File: src/rtl/perceptron_mac_n.sv
// perceptron_mac_n: N-input perceptron with a sequential multiply-accumulate
// engine and an in-place perceptron learning rule applied on misclassification.
module perceptron_mac_n #(
    parameter int N_IN     = 4,
    parameter int WIDTH    = 8,
    parameter int W_WIDTH  = 8,
    parameter int LR_SHIFT = 0,
    localparam int ACC_W   = WIDTH + W_WIDTH + $clog2(N_IN + 1),
    localparam int AW      = $clog2(N_IN + 1)
) (
    input  logic                    clk,
    input  logic                    reset,
    input  logic                    in_valid_i,
    output logic                    in_ready_o,
    input  logic [N_IN*WIDTH-1:0]   X_i,
    input  logic                    train_i,
    input  logic                    target_i,
    output logic                    out_valid_o,
    input  logic                    out_ready_i,
    output logic                    Y_o,
    output logic [ACC_W-1:0]        acc_o,
    output logic                    upd_o,
    input  logic                    w_we_i,
    input  logic [AW-1:0]           w_addr_i,
    input  logic [W_WIDTH-1:0]      w_data_i
);
    localparam int KW = $clog2(N_IN);
    localparam int PW = WIDTH + W_WIDTH;
    localparam int SW = ((W_WIDTH > WIDTH) ? W_WIDTH : WIDTH) + 2;
    localparam logic signed [SW-1:0] C_WMAX = SW'((2 ** (W_WIDTH - 1)) - 1);
    localparam logic signed [SW-1:0] C_WMIN = SW'(-(2 ** (W_WIDTH - 1)));
    localparam logic signed [SW-1:0] C_ONE  = SW'(1);

    typedef enum logic [1:0] {S_IDLE, S_MAC, S_UPD, S_OUT} state_t;

    state_t                     r_state, w_next;
    logic signed [W_WIDTH-1:0]  r_w [N_IN];
    logic signed [W_WIDTH-1:0]  r_bias;
    logic signed [WIDTH-1:0]    r_x [N_IN];
    logic                       r_train, r_target, r_y, r_upd;
    logic signed [ACC_W-1:0]    r_acc;
    logic [KW-1:0]              r_k;

    logic                       w_idle, w_accept, w_wr, w_last, w_mis;
    logic signed [WIDTH-1:0]    w_xk, w_step;
    logic signed [W_WIDTH-1:0]  w_wk, w_bias_ld;
    logic signed [PW-1:0]       w_prod;
    logic signed [ACC_W-1:0]    w_acc_nxt;
    logic signed [SW-1:0]       w_wsum, w_bsum;

    function automatic logic signed [W_WIDTH-1:0] sat(input logic signed [SW-1:0] v);
        return (v > C_WMAX) ? W_WIDTH'(C_WMAX) : (v < C_WMIN) ? W_WIDTH'(C_WMIN) : W_WIDTH'(v);
    endfunction

    assign w_idle      = (r_state == S_IDLE);
    assign w_accept    = w_idle & in_valid_i;
    assign w_wr        = w_idle & w_we_i;
    assign w_last      = (r_k == KW'(N_IN - 1));
    assign w_xk        = r_x[r_k];
    assign w_wk        = r_w[r_k];
    assign w_prod      = PW'(w_wk) * PW'(w_xk);
    assign w_acc_nxt   = r_acc + ACC_W'(w_prod);
    // Y != target reduces to sign bit == target since Y = !sign
    assign w_mis       = r_train & (w_acc_nxt[ACC_W-1] == r_target);
    assign w_step      = w_xk >>> LR_SHIFT;
    assign w_wsum      = SW'(w_wk) + (r_target ? SW'(w_step) : -SW'(w_step));
    assign w_bsum      = SW'(r_bias) + (r_target ? C_ONE : -C_ONE);
    // a bias write in the accept cycle must be seen by that sample
    assign w_bias_ld   = (w_wr && w_addr_i == AW'(N_IN)) ? w_data_i : r_bias;

    assign in_ready_o  = w_idle;
    assign out_valid_o = (r_state == S_OUT);
    assign acc_o       = r_acc;
    assign Y_o         = r_y;
    assign upd_o       = r_upd;

    // state register
    always_ff @(posedge clk or negedge reset) begin
        if (!reset) r_state <= S_IDLE;
        else        r_state <= w_next;
    end

    // next-state: IDLE -> MAC -> (UPDATE) -> OUT -> IDLE
    always_comb begin
        w_next = r_state;
        case (r_state)
            S_IDLE:  if (w_accept) w_next = S_MAC;
            S_MAC:   if (w_last) w_next = w_mis ? S_UPD : S_OUT;
            S_UPD:   if (w_last) w_next = S_OUT;
            S_OUT:   if (out_ready_i) w_next = S_IDLE;
            default: w_next = S_IDLE;
        endcase
    end

    // weight/bias storage: host writes only while idle, learning updates one weight per cycle
    always_ff @(posedge clk or negedge reset) begin
        if (!reset) begin
            for (int i = 0; i < N_IN; i++) r_w[i] <= '0;
            r_bias <= '0;
        end else if (w_wr) begin
            for (int i = 0; i < N_IN; i++) if (w_addr_i == AW'(i)) r_w[i] <= w_data_i;
            if (w_addr_i == AW'(N_IN)) r_bias <= w_data_i;
        end else if (r_state == S_UPD) begin
            r_w[r_k] <= sat(w_wsum);
            if (w_last) r_bias <= sat(w_bsum);
        end
    end

    // sample latch, accumulator, index counter and held result
    always_ff @(posedge clk or negedge reset) begin
        if (!reset) begin
            for (int i = 0; i < N_IN; i++) r_x[i] <= '0;
            r_train  <= 1'b0;
            r_target <= 1'b0;
            r_acc    <= '0;
            r_k      <= '0;
            r_y      <= 1'b0;
            r_upd    <= 1'b0;
        end else begin
            case (r_state)
                S_IDLE: if (w_accept) begin
                    for (int i = 0; i < N_IN; i++) r_x[i] <= X_i[i*WIDTH +: WIDTH];
                    r_train  <= train_i;
                    r_target <= target_i;
                    r_acc    <= ACC_W'(w_bias_ld);
                    r_k      <= '0;
                end
                S_MAC: begin
                    r_acc <= w_acc_nxt;
                    r_k   <= w_last ? '0 : r_k + 1'b1;
                    if (w_last) begin
                        r_y   <= ~w_acc_nxt[ACC_W-1];
                        r_upd <= w_mis;
                    end
                end
                S_UPD:   r_k <= w_last ? '0 : r_k + 1'b1;
                default: ;
            endcase
        end
    end
endmodule

File: config.mk
export PLATFORM = sky130hd
export DESIGN_NAME = perceptron_mac_n
export DESIGN_NICKNAME = d
export VERILOG_FILES = /design/src/rtl/perceptron_mac_n.sv
export SDC_FILE = /design/constraint.sdc
export NUM_CORES = 1
export LEC_CHECK = 0
export BUFFER_PORTS_ARGS = -buffer_cell sky130_fd_sc_hd__buf_2
export CORE_MARGIN = 2
export CORE_UTILIZATION = 50
export DETAILED_ROUTE_END_ITERATION = 7
export PLACE_DENSITY_LB_ADDON = 0.08
export SLEW_MARGIN = 30
export SYNTH_ARGS = -nofsm -noshare
export SYNTH_HDL_FRONTEND = slang
export SYNTH_SLANG_ARGS = --single-unit
File: constraint.sdc
create_clock -name clk -period 6.9 [get_ports clk]
set_input_delay 0 -clock clk [delete_from_list [all_inputs] [get_ports clk]]
set_output_delay 0 -clock clk [all_outputs]
set_load 0.02 [all_outputs]
Word level (Yosys, flattened, before mapping)
Cells that the tools add are included.
{ "word_totals": {"in_bits": 50, "register_bits": 99, "output_inout_bits": 23} }
{ "classes": {"multipliers": 1, "n_reduce_logical": 19, "n_eq_ne": 18, "n_addsub": 5, "muxes": 37, "n_lt_le_gt_ge": 6, "bitwise_logic": 5} }
{ "ops": {"columns": ["cell", "count"], "rows": [
  ["two-way mux 8 bit", 18],
  ["two-way mux 32 bit", 2],
  ["case mux 19 bit (2 select lines)", 1],
  ["binary-select mux 8 bit (select 2 bit)", 2],
  ["bitwise mux 32 bit", 1],
  ["adder 8 x 10 -> 10 bit", 2],
  ["greater-than comparator 10 x 8 -> 1 bit (second input constant)", 2],
  ["less-than comparator 10 x 8 -> 1 bit (second input constant)", 2],
  ["two-way mux 10 bit", 2],
  ["adder 19 x 16 -> 19 bit", 1],
  ["two-way mux 19 bit", 1],
  ["demux 8 bit (select 2 bit)", 1],
  ["multiplier 8 x 8 -> 16 bit", 1],
  ["AND reduction 2 bit", 8],
  ["inequality test 2 x 1 -> 1 bit (second input constant)", 7],
  ["two-way mux 2 bit", 6],
  ["negator 8 -> 10 bit", 1],
  ["case mux 2 bit (4 select lines)", 1],
  ["nonzero test 2 bit", 4],
  ["== test 2 bit (second input constant)", 3],
  ["== test 3 x 2 -> 1 bit (second input constant)", 2],
  ["inequality test 2 bit (second input constant)", 2],
  ["case mux 2 bit (2 select lines)", 1],
  ["AND reduction 4 bit", 1],
  ["other kinds (16)", 19]
]} }

Depth between registers and ports, before layout
{ "logic_depth": {"word_depth": 13, "mapped_depth": 23} }

Least setup slack after synthesis
OpenSTA, ideal clock, no wires.
{ "synth_path": {"path_kind": "flip-flop to flip-flop", "start": "register r_k[1]", "end": "register r_acc[17], in the netlist acc_o[17]", "setup_slack_ns": 0.559, "setup_ns": 0.123, "required_time_ns": 6.777, "path_stages_with_launch": 21, "arrival_time_ns": 6.218, "synth_period_minus_slack_ns": 6.341, "cell_sequence": "dfrtp_1 -> clkbuf_1 -> buf_1 -> mux4_2 -> and2_1 -> inv_1 -> fa_1 -> inv_1 -> fa_1 -> fa_1 -> fa_1 -> fa_1 -> ha_1 -> o21ai_0 -> o21bai_1 -> a31oi_1 -> o21ai_0 -> o41ai_1 -> o21ai_0 -> xor2_1 -> o221a_2"} }
{ "synth_via": {"elab_chain_cells": 7, "word_cells_on_any_way": 10, "classes_between": "add/sub: 1; mul: 1; mux: 7; bitwise: 1"} }
{ "synth_lines": {"columns": ["item", "line", "text"], "rows": [
  ["start, declared", "42", "logic [KW-1:0] r_k;"],
  ["start signal, assigned", "130", "r_k <= w_last ? '0 : r_k + 1'b1;"],
  ["start signal, assigned", "136", "S_UPD: r_k <= w_last ? '0 : r_k + 1'b1;"],
  ["NOT 2 -> 3 bit (not written as such) *", "59, 60", null],
  ["binary-select mux 8 bit (select 2 bit) (on tied branches)", "60, 59", null],
  ["two-way mux 8 bit (on tied branches) (2 in a row)", "60, 59", null],
  ["multiplier 8 x 8 -> 16 bit *", "61", "assign w_prod = PW'(w_wk) * PW'(w_xk);"],
  ["adder 19 x 16 -> 19 bit *", "62", "assign w_acc_nxt = r_acc + ACC_W'(w_prod);"],
  ["case mux 19 bit (2 select lines) *", "120", "case (r_state)"],
  ["end signal, assigned", "125", "r_acc <= ACC_W'(w_bias_ld);"],
  ["end signal, assigned", "129", "r_acc <= w_acc_nxt;"],
  ["end, declared", "41", "logic signed [ACC_W-1:0] r_acc;"]
]} }
Mark *: on every way between the ends. The rest lies on a longest branch, timed or not. The select of a mux whose other input is x is not followed.
A chain may end at the register's enable or synchronous reset.

Worst setup path after layout
{ "layout_path": {"start": "register r_k[0]", "end": "register r_upd, in the netlist upd_o"} }
{ "layout_via": {"elab_chain_cells": 8, "word_cells_on_any_way": 13, "classes_between": "add/sub: 1; mul: 1; eq/ne: 2; mux: 6; bitwise: 2; reduce/logical: 1"} }
{ "layout_lines": {"columns": ["item", "line", "text"], "rows": [
  ["NOT 2 -> 3 bit (not written as such)", "59, 60", null],
  ["binary-select mux 8 bit (select 2 bit) (on tied branches)", "60, 59", null],
  ["two-way mux 8 bit (on tied branches) (2 in a row)", "60, 59", null],
  ["multiplier 8 x 8 -> 16 bit", "61", null],
  ["adder 19 x 16 -> 19 bit", "62", null],
  ["== test 1 bit", "64", "assign w_mis = r_train & (w_acc_nxt[ACC_W-1] == r_target);"],
  ["AND 1 bit", "64", null],
  ["end signal, assigned", "133", "r_upd <= w_mis;"],
  ["end, declared", "40", "logic r_train, r_target, r_y, r_upd;"]
]} }
Several ways; a longest one is shown, not always the timed one. The select of a mux whose other input is x is not followed.

==> impl_metrics.toml <==
[yosys]
synth_fp_nets = 1119
asyncSetResetFlopFracSynth_pct = 100.0
ys.warnings.count = 0
proportion_of_synthesized_chip_area_in_sequential_cells_pct = 27.00
synth_instances = 914
count_of_unique_library_cells_instantiated_by_yosys = 64
synthesis.area_per_instance_um2 = 10.04
synth_top_flop_cell = "dfrtp_1"
post_synth_instance_area_um2 = 9174
synth-edff-count = 0
ys_ff_latch = 99

[final_layout]
drive_above_1_share_pct = 16.75
final_area_um2 = 10460
antenna_cells_inserted = 0
nNetsFinal = 1221
most_common_cell_after_layout_fill_and_taps_aside = "inv_1"
commonest_cells_after_routing_fill_and_taps_aside = "121 x inv_1, 99 x dfrtp_1, 86 x fa_1, 82 x nand2_1, 71 x buf_2"
syn_to_final_growth_pct = 14.01

[placement]
io_buffer_count = 72
dp_hpwl_mm = 17.47
postPlaceCellArea_um2 = 9799
globalplace.congestion = 0.8493

[floorplanning]
floorplan.io_pins = 73
design.core.area_um2 = 17960
initial_utilization_pct = 51.07
die_area_um2 = 19450
chip_height_um = 139.5
std_cell_rows = 49
die_width_um = 139.5

[cts]
clk_latency_ns = 0.37
cts_max_path_buffers = 2
clkTransAtPathRegs_ns = 0.08
cts_made_buffers = 9
post-cts-setup-buffers = 0
cts_max_level = 3
clock_tree_from_tritoncts = "built"
cts.sinks = 99
cts-root-buf = "clkbuf_16"

[sta]
setup_violations = 0
max_slew.worst_pin.slew_ns = 0.8220
final-max-slew-violation-count = 0
endpoints_failing_hold = 0
max_slew_margin_pct = 44.71
rsz_0062_raised_after_global_routing = "false"
final.period_utilization_pct = 92.34
fin_tns_setup_ns = 0
skew_ns = 0.01311
post-route-min-period_ns = 6.371
achievable-frequency_ghz = 0.1570

[detailed_routing]
avgViaCountPerCell = 5.615
detail_route.drc_violations = 0
via_count = 7019
drtAntennaViolNets = 0
routed_wire_length_per_instance_um = 18.25
detailedRoute.firstPassIterationCount = 5
initialDrtViolationCount = 388
finalWirelength_mm = 22.81

[global_route]
grt_overflow = 0
grt_usage_pct = 24.86
grt_pass1_vias = 7167
first_pass_grt_wire_length_mm = 38.25
antenna_found_initial = 0
grt_start_max_net_pins = 74

[worst_setup_path]
timing.critical_path.mode_cell = "fa_1"
cpPeakStageDelay_ns = 0.64
worstPathBufferInverterCount = 2
worst-setup-path-type = "flip-flop to flip-flop"
ff2ff_setup_slack_ns = 0.53
r2r-start = "r_k[0]$_DFFE_PN0P_"
worst_path_max_delay_cell = "o31ai_1"
critPathCaptureType = "flip-flop"
worst_path_dominant_cell_family = "adder cells"
reg2regPathDepth = 17
crit_chain = "buf_4 > mux4_2 > nand2b_1 > fa_1 > fa_1 > inv_1 > fa_1 > fa_1 > fa_1 > ha_1 > and4_1 > a21oi_1 > a21oi_1 > o31ai_1 > o2111ai_1 > xnor2_1 > a22o_1"
crit_fanout = 8
crit_path_start_kind = "flip-flop"
rr_endpoint = "upd_o$_DFFE_PN0P_"
critical_path_arrival_ns = 6.63
data_required_critical_path_ns = 7.16

[outcome]
result_of_the_run = "finished, final reports clean"

[hold_path]
hold_path_startpoint = "w_data_i[2]"
min-delay-path-class = "primary input to flip-flop"
worstHoldEndpoint = "acc_o[2]$_DFFE_PN0P_"
holdPathStages = 5

[flow_run]
cap_violations = 0
-- metrics by stage --
stage | setup WS [ns] | hold WS (ns) | std cells | utilization (%)
after floorplan | 0.5593 | -0.2956 | 914 | -
after global placement | 0.4759 | -0.04034 | 1199 | 54.54
after detailed placement | 0.3898 | -0.03940 | 1199 | 54.55
after CTS | 0.3676 | 0.07840 | 1250 | 58.19
after global routing | 0.1900 | 0.09683 | 1250 | 58.22
final | 0.5287 | 0.08892 | 1250 | 58.22
-- worst max path at each step --
stage | slack (ns) | cells past startpoint | from | endpoint
after floorplan | 0.56 | 20 | r_k[1]$_DFFE_PN0P_ | acc_o[17]$_DFFE_PN0P_
after CTS | 0.37 | 16 | r_k[0]$_DFFE_PN0P_ | upd_o$_DFFE_PN0P_
after detailed placement | 0.39 | 16 | r_k[0]$_DFFE_PN0P_ | upd_o$_DFFE_PN0P_
after global routing | 0.19 | 17 | r_k[0]$_DFFE_PN0P_ | r_state[0]$_DFFE_PN0P_
final | 0.53 | 17 | r_k[0]$_DFFE_PN0P_ | upd_o$_DFFE_PN0P_
after global placement | 0.48 | 16 | r_k[0]$_DFFE_PN0P_ | upd_o$_DFFE_PN0P_
-- worst register-to-register path, delay by kind of cell, from the launching register on --
family,cells,cell delay (ns)
xor+xnor,1,0.21
mux,1,0.63
compound gates,5,1.43
buf+inv,2,0.27
fa+ha+maj,6,2.93
simple gates,2,0.44
flops,1,0.37
-- cell families (layout without fill, tap and decap cells) --
group                    after synthesis  in the layout  share of synthesized area [%]
AND/OR/NAND/NOR                      236            236                          12.11
AO/OA/AOI/OAI                        179            179                          13.60
adder cells (fa/ha/maj)              155            155                          28.18
buffers and inverters                149            256                          6.219
flip-flops                            99             99                          27.00
multiplexers                          61             61                          9.220
XOR/XNOR                              35             35                          3.669
-- synthesized netlist by cell type, drive strengths merged (6+ instances only) --
cell type	n	area, um2
xor2	14	122.6
a21o	9	75.07
mux2	38	427.9
o21a	10	75.07
o221ai	9	78.83
dfrtp	99	2477
mux2i	8	80.08
a31oi	9	56.30
o32a	16	160.2
and3	10	62.56
o21ai	46	230.2
a21oi	35	175.2
or2	6	37.54
clkbuf	25	93.84
nor3	9	45.04
o211ai	6	45.04
nor2	60	225.2
mux4	15	337.8
nand3	14	80.08
nand2	82	307.8
fa	86	1722
inv	121	454.2
xnor2	19	166.4
and2	36	225.2
ha	69	863.3
-- layout make-up --
type	count	area [um2]
Clock buffer	10	239.0
Clock inverter	6	65.06
Fill cell	1601	7505
Inverter	121	454.2
Multi-Input combinational cell	666	6130
Sequential cell	99	2477
Tap cell	229	286.5
Timing Repair Buffer	119	807.0
-- flip-flops by register name (all words and copies together) (netlist names) --
signal,count
r_w,32
r_x,32
acc_o,19
r_bias,8
r_k,2
r_state,2
Y_o,1
r_target,1
r_train,1
upd_o,1
-- routing by layer --
| metal | global-route usage, % | share of wire, % |
|---|---|---|
| met5 | 0 | 0 |
| met3 | 3.063 | 4.6 |
| met1 | 37.98 | 49 |
| met4 | 5.157 | 1.1 |
| met2 | 38.36 | 45 |
-- timing repair --
| item | 4_1_cts | 5_1_grt |
|---|---|---|
| gates resized for setup | 0 | 1 |
| hold endpoints to repair | 60 | 0 |
| hold buffers | 35 | 0 |
| endpoints found under the setup margin | 0 | 2 |
Power is left out: the tool's default activity adds up to more than one toggle a clock period on the data nets, which glitch-free logic cannot reach.
